**config.mk**
```make
export PLATFORM = sky130hd
export DESIGN_NAME = maxpool2_seq_ctrl
export DESIGN_NICKNAME = d
export VERILOG_FILES = /design/src/rtl/maxpool2_seq_ctrl.sv
export SDC_FILE = /design/constraint.sdc
export NUM_CORES = 1
export LEC_CHECK = 0
export ABC_AREA = 1
export BUFFER_PORTS_ARGS = -buffer_cell sky130_fd_sc_hd__buf_2
export CELL_PAD_IN_SITES_DETAIL_PLACEMENT = 1
export CELL_PAD_IN_SITES_GLOBAL_PLACEMENT = 2
export CORE_ASPECT_RATIO = 0.8
export CORE_MARGIN = 4
export CORE_UTILIZATION = 30
export CTS_BUF_LIST = sky130_fd_sc_hd__clkbuf_16
export DETAILED_ROUTE_END_ITERATION = 8
export HOLD_SLACK_MARGIN = 0.08
export PLACE_DENSITY_LB_ADDON = 0.1
export SYNTH_ARGS = -nofsm -noshare
export SYNTH_HDL_FRONTEND = slang
export SYNTH_SLANG_ARGS = --single-unit
```
**constraint.sdc**
```tcl
create_clock -name clk -period 2 [get_ports clk]
set_input_delay 0.3 -clock clk [delete_from_list [all_inputs] [get_ports clk]]
set_output_delay 0.3 -clock clk [all_outputs]
set_load 0.05 [all_outputs]
```
**src/rtl/maxpool2_seq_ctrl.sv**
```systemverilog
// maxpool2_seq_ctrl: walks every channel/window of a feature map and writes the signed 2x2 max of each window.
module maxpool2_seq_ctrl #(
    parameter int WIDTH_IN = 16,
    parameter int HEIGHT_IN = 16,
    parameter int CHANNELS = 32,
    parameter int DATA_W = 25,
    localparam int WIDTH_OUT = (WIDTH_IN - 2) / 2 + 1,
    localparam int HEIGHT_OUT = (HEIGHT_IN - 2) / 2 + 1,
    localparam int IN_AW = $clog2(CHANNELS * WIDTH_IN * HEIGHT_IN),
    localparam int OUT_AW = $clog2(CHANNELS * WIDTH_OUT * HEIGHT_OUT)
) (
    input  logic              clk,
    input  logic              rst,
    input  logic              start,
    output logic              busy,
    output logic              done,
    output logic              rd_en,
    output logic [IN_AW-1:0]  rd_addr,
    input  logic [DATA_W-1:0] rd_data,
    output logic              wr_valid,
    input  logic              wr_ready,
    output logic [OUT_AW-1:0] wr_addr,
    output logic [DATA_W-1:0] wr_data
);
    localparam int CW = CHANNELS > 1 ? $clog2(CHANNELS) : 1;
    localparam int HW = HEIGHT_OUT > 1 ? $clog2(HEIGHT_OUT) : 1;
    localparam int WW = WIDTH_OUT > 1 ? $clog2(WIDTH_OUT) : 1;

    typedef enum logic [2:0] {IDLE, RD0, RD1, RD2, RD3, MAX, WR, DONE} state_t;

    state_t state_q, state_d;
    logic [CW-1:0] c_q, c_d;
    logic [HW-1:0] ph_q, ph_d;
    logic [WW-1:0] pw_q, pw_d;
    logic signed [DATA_W-1:0] acc_q, acc_d, mx;
    logic busy_q, busy_d, done_q, done_d, rd_en_q, rd_en_d, wr_valid_q, wr_valid_d;
    logic [IN_AW-1:0] rd_addr_q, rd_addr_d;
    logic [OUT_AW-1:0] wr_addr_q, wr_addr_d;
    logic [DATA_W-1:0] wr_data_q, wr_data_d;
    logic pw_wrap, ph_wrap, c_wrap, dy, dx;

    assign busy = busy_q;
    assign done = done_q;
    assign rd_en = rd_en_q;
    assign rd_addr = rd_addr_q;
    assign wr_valid = wr_valid_q;
    assign wr_addr = wr_addr_q;
    assign wr_data = wr_data_q;

    always_comb begin
        mx = ($signed(rd_data) > acc_q) ? $signed(rd_data) : acc_q;
        pw_wrap = 32'(pw_q) == WIDTH_OUT - 1;
        ph_wrap = 32'(ph_q) == HEIGHT_OUT - 1;
        c_wrap = 32'(c_q) == CHANNELS - 1;
        state_d = state_q;
        c_d = c_q;
        ph_d = ph_q;
        pw_d = pw_q;
        acc_d = acc_q;
        wr_addr_d = wr_addr_q;
        wr_data_d = wr_data_q;
        case (state_q)
            IDLE: if (start) begin
                state_d = RD0;
                c_d = '0;
                ph_d = '0;
                pw_d = '0;
            end
            RD0: state_d = RD1;
            RD1: begin
                state_d = RD2;
                acc_d = rd_data;
            end
            RD2: begin
                state_d = RD3;
                acc_d = mx;
            end
            RD3: begin
                state_d = MAX;
                acc_d = mx;
            end
            MAX: begin
                state_d = WR;
                acc_d = mx;
                wr_data_d = mx;
                wr_addr_d = OUT_AW'(32'(c_q) * WIDTH_OUT * HEIGHT_OUT + 32'(ph_q) * WIDTH_OUT + 32'(pw_q));
            end
            WR: if (wr_ready) begin
                state_d = (c_wrap && ph_wrap && pw_wrap) ? DONE : RD0;
                pw_d = pw_wrap ? '0 : pw_q + 1'b1;
                ph_d = pw_wrap ? (ph_wrap ? '0 : ph_q + 1'b1) : ph_q;
                c_d = (pw_wrap && ph_wrap) ? c_q + 1'b1 : c_q;
            end
            DONE: state_d = IDLE;
            default: state_d = IDLE;
        endcase
        // Outputs are registered, so they are decoded from the next state and next counters.
        dy = state_d == RD2 || state_d == RD3;
        dx = state_d == RD1 || state_d == RD3;
        rd_en_d = state_d == RD0 || state_d == RD1 || state_d == RD2 || state_d == RD3;
        rd_addr_d = rd_en_d ? IN_AW'(32'(c_d) * WIDTH_IN * HEIGHT_IN + (2 * 32'(ph_d) + 32'(dy)) * WIDTH_IN
                                    + 2 * 32'(pw_d) + 32'(dx)) : '0;
        wr_valid_d = state_d == WR;
        busy_d = state_d != IDLE;
        done_d = state_d == DONE;
    end

    always_ff @(posedge clk) begin
        if (rst) begin
            state_q <= IDLE;
            c_q <= '0;
            ph_q <= '0;
            pw_q <= '0;
            acc_q <= '0;
            busy_q <= 1'b0;
            done_q <= 1'b0;
            rd_en_q <= 1'b0;
            rd_addr_q <= '0;
            wr_valid_q <= 1'b0;
            wr_addr_q <= '0;
            wr_data_q <= '0;
        end else begin
            state_q <= state_d;
            c_q <= c_d;
            ph_q <= ph_d;
            pw_q <= pw_d;
            acc_q <= acc_d;
            busy_q <= busy_d;
            done_q <= done_d;
            rd_en_q <= rd_en_d;
            rd_addr_q <= rd_addr_d;
            wr_valid_q <= wr_valid_d;
            wr_addr_q <= wr_addr_d;
            wr_data_q <= wr_data_d;
        end
    end
endmodule

```
==> summary.txt, run 1 <==
Hold path
  – Cells on Worst Hold Path: 2
  – Worst min-delay path class: in2reg
  – Hold worst-path end: state_q[2]
  – Hold Crit Start: rst

Timing
  – Relative slew margins: 72.4%
  – Fin crit period: 2.06 ns
  – Fin. Hold Viols: 0
  – Setup TNS: -0.319 ns
  – Fmax: 0.484 GHz
  – Worst setup margin: -0.0642 ns
  – Worst-margin pin slew: 0.409 ns
  – Final Cycle Share: 103%
  – Layout Skew: 0.00787 ns
  – Final-report setup violation count: 18
  – RSZ-0062 raised after global routing: true
  – Final Max Tran Viols: 0

Final layout
  – Multi-input gate area: 0.00353 mm^2
  – Final nets: 913
  – Register area: 0.00186 mm^2
  – Area delta synth->final: 44.6%
  – Layout cell share with drive strength beyond 1: 48.6%
  – # fillers: 2112

Routing
  – Routed WL per cell: 16.6 um
  – Total number of vias: 5091
  – Drt drc: 0
  – Vias per cell: 4.70
  – Starting DRT DRC Count: 131
  – Final ANT Viol Nets: 0
  – First-pass DRT Iterations: 4
  – Post-Route WL: 18000 um

Status
  – Failing checks: negative setup slack
  – Status: finished with violations

Synthesis
  – Yosys top cell by area: dfxtp_1
  – Post-synthesis sequential area ratio: 34.5%
  – Post-synthesis async set-or-reset flop share: 0%
  – Share of the synthesized area in the top cell type: 34.5%
  – Syn Area/Cell: 7.58 um^2
  – Post-synth EDFFs: 0
  – Yosys warning count: 0
  – Top cells by count, synth: inv_1 (135), nand2_1 (125), dfxtp_1 (92)
  – Most frequent cell after synthesis: inv_1
  – Synth Register Bits: 92
  – Synth Flop Type: dfxtp_1
  – Post-Syn Area: 0.00533 mm^2
  – Post-synthesis cell type count: 42
  – Top cells by area, synth: dfxtp_1 (35%), inv_1 (9.5%), nand2_1 (8.8%), ha_1 (7.3%), nand3_2 (5.8%)
  – Post-Syn Nets: 764
  – Post-synthesis cell count: 704

Floorplanning
  – Core ar.: 0.0174 mm^2
  – Initial core utilization: 30.7%
  – Die Wd: 157 um
  – Row count: 43
  – Io pins: 82
  – Chip Height: 127 um
  – Die Area: 0.0200 mm^2

Setup path
  – FF-to-FF Start: acc_q[18]
  – CP required: 2.28 ns
  – FF-to-FF setup slack: -0.06 ns
  – Setup CP Type: reg2reg
  – Arr. time, crit path: 2.34 ns
  – FF-to-FF End: acc_q[10]
  – Worst Setup Start Kind: register
  – Critical path fanouts, max: 4
  – R2R depth: 13
  – CP endpoint kind: register

Power and ir drop
  – Total Power: 0.00706 W
  – Switch Pwr: 0.00284 W
  – Pwr dens: 915 mW/mm^2
  – Net Sw Frac: 40.3%
  – Sequential fraction of design power: 29.0%
  – Max VDD drop: 486 uV
  – Internal power: 0.00422 W
  – Clock power frac: 23.0%
  – Combinational power share: 48.0%
  – Lkg Pwr: 3.58 nW

Clock tree
  – Clock Latency Late Sink: 0.35 ns
  – H-tree levels: 3
  – Clock buffer depth: 2
  – Reg clk slew, reported paths: 0.07 ns
  – CTS tree: yes
  – Number of clock sinks: 92
  – CTS buffer count: 9
  – Root Buffer: clkbuf_16

GRT
  – First-pass GRT wire length: 28600 um
  – Total track usage: 17.9%
  – Initial antenna violation count: 1
  – Remaining global-route overflow: 0
  – Number of global-route vias before repair: 5545
  – Pin count of the biggest net entering global routing: 28

Placed design
  – Gpl congestion: 0.785
  – Port Buf Inserts: 81
  – DP HPWL: 12400 um
  – Dpl ws: -0.303 ns

Job
  – Max-cap violations: 0
==> worst max-delay path, cell delays in order (launching register included) <==
cell and delay [ns]:
dfxtp_2 0.32, inv_2 0.04, ha_4 0.25, nand2_2 0.07, nand2_2 0.06, nand2_2 0.06, nand2_2 0.06, a21oi_4 0.23
nand4_4 0.21, buf_12 0.20, clkbuf_16 0.16, nand3_4 0.09, nand3_2 0.10, a21oi_2 0.14
==> how the worst max path moves through the flow <==
stage,from,endpoint,slack [ns]
5_1_grt,acc_q[10],wr_data[21],-0.16
3_3_place_gp,rd_data[8],wr_data[16],-0.28
4_1_cts,c_q[1],rd_addr[7],-0.07
3_5_place_dp,rd_data[8],wr_data[16],-0.30
6_report,acc_q[18],acc_q[10],-0.06
2_1_floorplan,acc_q[24],wr_data[1],0.10
==> registers in the layout, indices dropped and copies added, names as in the netlist <==
| name | count |
|---|---|
| busy | 1 |
| pw_q | 3 |
| rd_en | 1 |
| rd_addr | 13 |
| wr_data | 25 |
| acc_q | 25 |
| wr_valid | 1 |
| state_q | 3 |
| c_q | 5 |
| done | 1 |
| wr_addr | 11 |
| ph_q | 3 |
==> cells by family after synthesis <==
family | Yosys count | share of synthesized area [%]
mux | 1 | 0.188
compound gates | 124 | 15.2
buf+inv | 174 | 13.8
flops | 92 | 34.5
simple gates | 282 | 29.0
fa+ha+maj | 31 | 7.27
==> final cells by class <==
class / instances / area share [%]
multi-input cells: 440 / 45.7
flip-flops and latches: 92 / 24.1
repair buffers: 165 / 15.9
inverters: 145 / 7.15
well taps: 225 / 3.65
clock buffers: 9 / 2.92
clock inverters: 7 / 0.551
diodes: 1 / 0.0324
==> metrics by stage <==
stage / area [um^2] / util [%] / instances / hold WS (ns)
after floorplan: 5330 / - / 704 / 0.379
after global placement: 6400 / 36.8 / 1048 / 0.495
after detailed placement: 6400 / 36.8 / 1048 / 0.494
after CTS: 7320 / 42.1 / 1075 / 0.229
after global routing: 7710 / 44.4 / 1084 / 0.255
final: 7710 / 44.4 / 1084 / 0.236
==> routing by layer <==
| layer | wire length [um] | share of wire (%) | track usage, % | vias up |
|---|---|---|---|---|
| met5 | 0 | 0 | 0 | - |
| met4 | 256 | 1.4 | 4.35 | 0 |
| met3 | 616 | 3.4 | 3.28 | 17 |
| met2 | 8220 | 46 | 28.8 | 68 |
| met1 | 8870 | 49 | 25.0 | 2462 |
| li1 | - | - | - | 2544 |
==> what timing repair did <==
item                       4_1_cts  5_1_grt
resized for setup              110       84
setup buffers                    8        9
cloned                           3        1
pin swaps                       27       54
hold buffers                     0        0
setup endpoints to repair       63       67
==> power by group through the flow <==
stage	clock network [W]	registers (W)	logic, W
2_1_floorplan	0	0.00222	0.00160
4_1_cts	0.00169	0.00204	0.00309
3_3_place_gp	0	0.00206	0.00248
5_1_grt	0.00175	0.00206	0.00370
3_5_place_dp	0	0.00207	0.00255
6_report	0.00162	0.00205	0.00339
==> cells in the final DEF (no fill, tap or decap), types with 25 or more instances in the layout <==
| cell type | instances |
|---|---|
| inv_1 | 115 |
| buf_4 | 62 |
| nor2_1 | 37 |
| o21a_1 | 25 |
| nand2_4 | 30 |
| dfxtp_1 | 78 |
| nand2_2 | 39 |
| o22ai_1 | 26 |
| buf_2 | 81 |
| nand3_2 | 38 |
| inv_2 | 29 |
| nand2_1 | 90 |
Power figures use the tool's default switching activity.
==> run 2: changes to the inputs <==
Settings changed: CELL_PAD_IN_SITES_DETAIL_PLACEMENT 1 to default, CELL_PAD_IN_SITES_GLOBAL_PLACEMENT 2 to default, CORE_ASPECT_RATIO 0.8 to 2, PLACE_DENSITY_LB_ADDON 0.1 to default.
==> run 2 against run 1 <==
The run still ends with negative setup slack left; non-clock buffer count down 5; final area down 3.5%; register-to-register slack about the same; combinational power down 8.3%; worst setup slack worse by 0.0033 ns; routed wire length down 12%; core utilization down 1.5 points.
==> summary.txt, run 2 (synthesis results as in run 1) <==
Status
  – Failing checks: negative setup slack
  – Status: finished with violations

Clock tree
  – Root Buffer: clkbuf_16
  – CTS tree: yes
  – CTS buffer count: 9 (unchanged)
  – Clock Latency Late Sink: 0.36 ns (about the same)
  – H-tree levels: 3 (unchanged)
  – CTS Hold Buffers Added: 0 (unchanged)
  – Number of clock sinks: 92 (unchanged)
  – Reg clk slew, reported paths: 0.07 ns (about the same)
  – Clock buffer depth: 2 (unchanged)

GRT
  – Initial antenna violation count: 0 (-1)
  – Number of global-route vias before repair: 5221 (-5.8%)
  – Total track usage: 16.2% (-1.7 points)
  – First-pass GRT wire length: 25300 um (-11%)
  – Met2 Usage GRT: 32.3% (+3.6 points)
  – Remaining global-route overflow: 0 (unchanged)
  – Met1 GRT Util: 15.4% (-9.6 points)
  – Gr busiest metal: met2
  – Grt met3 use: 3.37% (+0.080 points)
  – Pin count of the biggest net entering global routing: 35 (+25%)

Routing
  – First-pass DRT Iterations: 4 (unchanged)
  – Drt drc: 0 (unchanged)
  – Starting DRT DRC Count: 86 (-34%)
  – Post-Route WL: 15800 um (-12%)
  – Vias per cell: 4.72 (+0.46%)
  – Total number of vias: 5006 (-1.7%)
  – Routed WL per cell: 14.9 um (-10%)
  – Final ANT Viol Nets: 0 (unchanged)

Timing
  – RSZ-0062 raised after global routing: true
  – Fin. Hold Viols: 0 (unchanged)
  – Layout Skew: 0.0114 ns (+0.00352 ns)
  – Worst setup margin: -0.0675 ns (-0.00327 ns)
  – Fmax: 0.484 GHz (-0.16%)
  – Final Cycle Share: 103% (+0.16 points)
  – Fin crit period: 2.07 ns (+0.00327 ns)
  – Final-report setup violation count: 32 (+14)
  – Worst-margin pin slew: 0.485 ns (+0.0761 ns)
  – Final Max Tran Viols: 0 (unchanged)
  – Relative slew margins: 67.7% (-4.7 points)

Job
  – Max-cap violations: 0 (unchanged)

Power and ir drop
  – Combinational power share: 46.0% (-2.0 points)
  – Switch Pwr: 0.00265 W (-6.7%)
  – Clock power frac: 23.9% (+0.9 points)
  – Sequential fraction of design power: 30.0% (+1.0 points)
  – Total Power: 0.00676 W (-4.3%)
  – Lkg Pwr: 3.47 nW (-3.2%)
  – Pwr dens: 908 mW/mm^2 (-0.82%)
  – Max VDD drop: 400 uV (-18%)
  – Internal power: 0.00411 W (-2.6%)
  – Net Sw Frac: 39.2% (-1.0 points)

Placed design
  – Port Buf Inserts: 81 (unchanged)
  – DP HPWL: 11100 um (-11%)
  – Gpl congestion: 0.832 (+6.0%)
  – Dpl ws: -0.218 ns (+0.0852 ns)

Setup path
  – Worst Setup Start Kind: register
  – Cell at the slowest stage of the critical path: dfxtp_2
  – Arr. time, crit path: 2.32 ns (-0.02 ns)
  – Slowest stage delay, CP: 0.33 ns (about the same)
  – CP required: 2.26 ns (-0.02 ns)
  – CP endpoint kind: register
  – CP cell instances: inv_2 -> ha_4 -> nand2_2 -> nor2_2 -> buf_6 -> nand3b_1 -> nand3_2 -> nand2_4 -> nand3_4 -> nand2_8 -> nand2_8 -> buf_12 -> nand2_4 -> nand2_2 -> nand2_1 -> nand2_1 -> inv_1
  – Setup CP Type: reg2reg
  – Critical path fanouts, max: 8 (+4)

Final layout
  – Most frequent cells in the layout: inv_1 (124), nand2_1 (87), dfxtp_1 (84)
  – Area delta synth->final: 39.6%
  – Antenna diode count: 0 (-1)
  – Layout cell share with drive strength beyond 1: 44.4% (-4.2 points)
  – Final nets: 906 (-0.77%)
  – Most common cell after layout, fill and taps aside: inv_1

Floorplanning
  – Row count: 68 (+58%)
  – Io pins: 82 (unchanged)
  – Chip Height: 197 um (+54%)
  – Die Wd: 102 um (-35%)
  – Core ar.: 0.0174 mm^2 (-0.12%)
  – Die Area: 0.0201 mm^2 (+0.58%)
  – Initial core utilization: 30.7% (+0.038 points)

Hold path
  – Worst min-delay path class: in2reg
[run 2: layout make-up]
class	instances	area [um^2]
fill	1773	9910
clock buffer	9	225
tap	210	263
timing repair buffer	160	1180
inverter	145	552
multi-input combinational	438	3330
clock inverter	7	42.5
sequential	92	1850
[run 2: worst paths after layout]
kind / cells past startpoint / to / slack [ns] / startpoint
setup / recovery: 17 / wr_data[12] / -0.07 / acc_q[8]
hold / removal: 2 / state_q[2] / 0.25 / rst
setup reg to reg: 17 / wr_data[12] / -0.07 / acc_q[8]
hold reg to reg: 2 / wr_addr[10] / 0.50 / c_q[4]
[run 2: critical path, delay by kind of cell (launching register included)]
family                     cells  cell delay (ns)
adders and majority gates      1             0.27
buffers and inverters          4             0.38
DFF                            1             0.33
and+or+nand+nor               12             0.99
[run 2: stage by stage]
stage | setup TNS [ns] | hold WS, ns | utilization, % | area (um^2) | std cells
CTS | -0.389 | 0.235 | 40.7 | 7070 | 1059
finish | -1.11 | 0.253 | 42.9 | 7450 | 1061
global placement | -7.63 | 0.492 | 37.1 | 6440 | 1037
detailed placement | -8.89 | 0.493 | 37.1 | 6440 | 1037
global route | -7.00 | 0.264 | 42.9 | 7450 | 1061
floorplan | 0 | 0.379 | - | 5330 | 704
[run 2: layer usage]
layer,wire (um),up-vias
met5,0,-
met4,384,0
met3,573,25
met2,9370,84
met1,5430,2373
li1,-,2524
[run 2: what timing repair did]
action | CTS | global route
resized for setup | 62 | 84
endpoints found under the setup margin | 63 | 64
setup buffers | 4 | 2
pin swaps | 23 | 33
gates cloned | 2 | 0
[run 2: power groups by stage]
stage          logic, W  registers [W]  clock network [W]
6_report        0.00311        0.00203            0.00162
5_1_grt         0.00340        0.00204            0.00174
4_1_cts         0.00284        0.00203            0.00167
3_5_place_dp    0.00253        0.00207                  0
3_3_place_gp    0.00250        0.00206                  0
2_1_floorplan   0.00160        0.00222                  0
==> run 3: changes to the inputs <==
Settings changed: CORE_ASPECT_RATIO 2 to default.
==> run 3 against run 2 <==
Largest power group unchanged; sequential share of layout area shrank 0.34 points; the run still ends with negative setup slack left; critical endpoint is now wr_data[9]; critical path type unchanged; sequential power is essentially flat; register-to-register slack gained 0.03 ns; non-clock buffer count shrank 12; worst setup slack gained 0.025 ns.
==> summary.txt, run 3 (synthesis results as in run 1) <==
Status
  – Status: finished with violations
  – Failing checks: negative setup slack

Clock tree
  – Root Buffer: clkbuf_16
  – H-tree levels: 3 (unchanged)
  – CTS tree: yes
  – Clock Latency Late Sink: 0.35 ns (about the same)
  – Number of clock sinks: 92 (unchanged)
  – Clock buffer depth: 2 (unchanged)
  – CTS buffer count: 9 (unchanged)
  – Reg clk slew, reported paths: 0.07 ns (about the same)

Hold path
  – Cells on Worst Hold Path: 2 (unchanged)
  – Worst min-delay path class: in2reg

Setup path
  – Cell at the slowest stage of the critical path: dfxtp_2
  – CP cell instances: inv_2 -> ha_4 -> a21o_1 -> nor2_1 -> nand3_2 -> nand2_4 -> nand3_4 -> nand2_8 -> buf_12 -> buf_12 -> nand3_2 -> nand2_2 -> nand2_1 -> nand2_1 -> inv_1
  – Critical path fanouts, max: 8 (unchanged)
  – CP endpoint kind: register
  – Slowest stage delay, CP: 0.32 ns (about the same)
  – CP required: 2.25 ns (about the same)
  – R2R depth: 15 (-2)
  – Worst Setup Start Kind: register
  – Setup CP Type: reg2reg
  – Arr. time, crit path: 2.29 ns (-0.03 ns)

Timing
  – RSZ-0062 raised after global routing: true
  – Worst-margin pin slew: 0.472 ns (-0.0136 ns)
  – Fin Hold WS: 0.331 ns (+0.0776 ns)
  – Fmax: 0.490 GHz (+1.2%)
  – Relative slew margins: 68.6% (+0.90 points)
  – Final Max Tran Viols: 0 (unchanged)
  – Final-report setup violation count: 14 (-56%)
  – Fin crit period: 2.04 ns (-0.0254 ns)
  – Worst setup margin: -0.0421 ns (+0.0254 ns)
  – Final Cycle Share: 102% (-1.3 points)
  – Layout Skew: 0.00996 ns (-0.00143 ns)
  – Fin. Hold Viols: 0 (unchanged)

GRT
  – Initial antenna violation count: 0 (unchanged)
  – First-pass GRT wire length: 23900 um (-5.6%)
  – Total track usage: 14.9% (-1.4 points)
  – Remaining global-route overflow: 0 (unchanged)
  – Number of global-route vias before repair: 4842 (-7.3%)
  – Pin count of the biggest net entering global routing: 53 (+51%)

Floorplanning
  – Core ar.: 0.0174 mm^2 (unchanged)
  – Io pins: 82 (unchanged)
  – Die Area: 0.0200 mm^2 (-0.64%)
  – Initial core utilization: 30.7% (unchanged)
  – Chip Height: 141 um (-28%)
  – Row count: 48 (-29%)
  – Die Wd: 141 um (+38%)

Power and ir drop
  – Pwr dens: 922 mW/mm^2 (+1.6%)
  – Total Power: 0.00699 W (+3.4%)
  – Max VDD drop: 497 uV (+24%)
  – Lkg Pwr: 3.45 nW (-0.49%)

Placed design
  – Port Buf Inserts: 81 (unchanged)
  – Gpl congestion: 0.870 (+4.6%)
  – DP HPWL: 10100 um (-8.4%)

Routing
  – Total number of vias: 4869 (-2.7%)
  – Final ANT Viol Nets: 0 (unchanged)
  – Drt drc: 0 (unchanged)
  – Routed WL per cell: 13.9 um (-6.1%)
  – First-pass DRT Iterations: 4 (unchanged)
  – Vias per cell: 4.58 (-3.0%)
  – Starting DRT DRC Count: 171 (+99%)
  – Post-Route WL: 14800 um (-5.8%)

Job
  – Max-cap violations: 0 (unchanged)

Final layout
  – Most frequent cells in the layout: inv_1 (116), nand2_1 (94), buf_2 (81)
  – Most common cell after layout, fill and taps aside: inv_1
  – Area delta synth->final: 42.2%
  – # fillers: 1742 (-1.7%)
  – Antenna diode count: 0 (unchanged)
  – Final nets: 894 (-1.3%)
  – Layout cell share with drive strength beyond 1: 46.7% (+2.3 points)
run 3: power by group:
part / switching (W) / internal (W) / leakage, nW
clock: 0.000769 / 0.000963 / 0.136
sequential: 0.0000620 / 0.00198 / 0.753
combinational: 0.00189 / 0.00133 / 2.56
run 3: cell type report:
type,instances,area [um^2],area share [%]
sequential,92,1860,24.5
timing repair buffer,148,1080,14.3
tap,225,282,3.71
clock inverter,7,68.8,0.907
multi-input combinational,438,3510,46.3
inverter,145,554,7.31
clock buffer,9,225,2.97
run 3: final timing paths:
check	startpoint	to	slack [ns]
hold reg to reg	wr_addr[0]	wr_addr[0]	0.51
hold / removal	rst	c_q[1]	0.33
setup / recovery	acc_q[8]	wr_data[9]	-0.04
setup reg to reg	acc_q[8]	wr_data[9]	-0.04
run 3: routing by layer:
layer | global-route usage, % | routed length (um) | share of wire [%]
met4 | 5.15 | 294 | 2.0
met1 | 19.5 | 7070 | 48
met2 | 24.1 | 6770 | 46
met3 | 3.37 | 701 | 4.7
met5 | 0 | 0 | 0
run 3: worst max-delay path, delay by kind of cell (launching register included):
kind | cells | cell delay (ns)
compound gates | 1 | 0.17
fa+ha+maj | 1 | 0.21
buf+inv | 4 | 0.35
flops | 1 | 0.32
simple gates | 9 | 0.88
run 3: stage by stage:
stage,setup WS [ns],std cells,TNS (ns),area (um^2),util [%]
4_1_cts,-0.0467,1064,-0.628,7080,40.8
3_5_place_dp,-0.203,1042,-6.66,6380,36.8
3_3_place_gp,-0.179,1042,-5.56,6380,36.8
5_1_grt,-0.158,1064,-4.73,7580,43.7
2_1_floorplan,0.105,704,0,5330,-
6_report,-0.0421,1064,-0.310,7580,43.7
run 3: timing repair:
item / in CTS / in global routing
buffers inserted: 4 / 1
pin swaps: 27 / 67
gates cloned: 2 / 0
setup endpoints to repair: 49 / 63
hold buffers: 0 / 0
gates resized for setup: 55 / 129
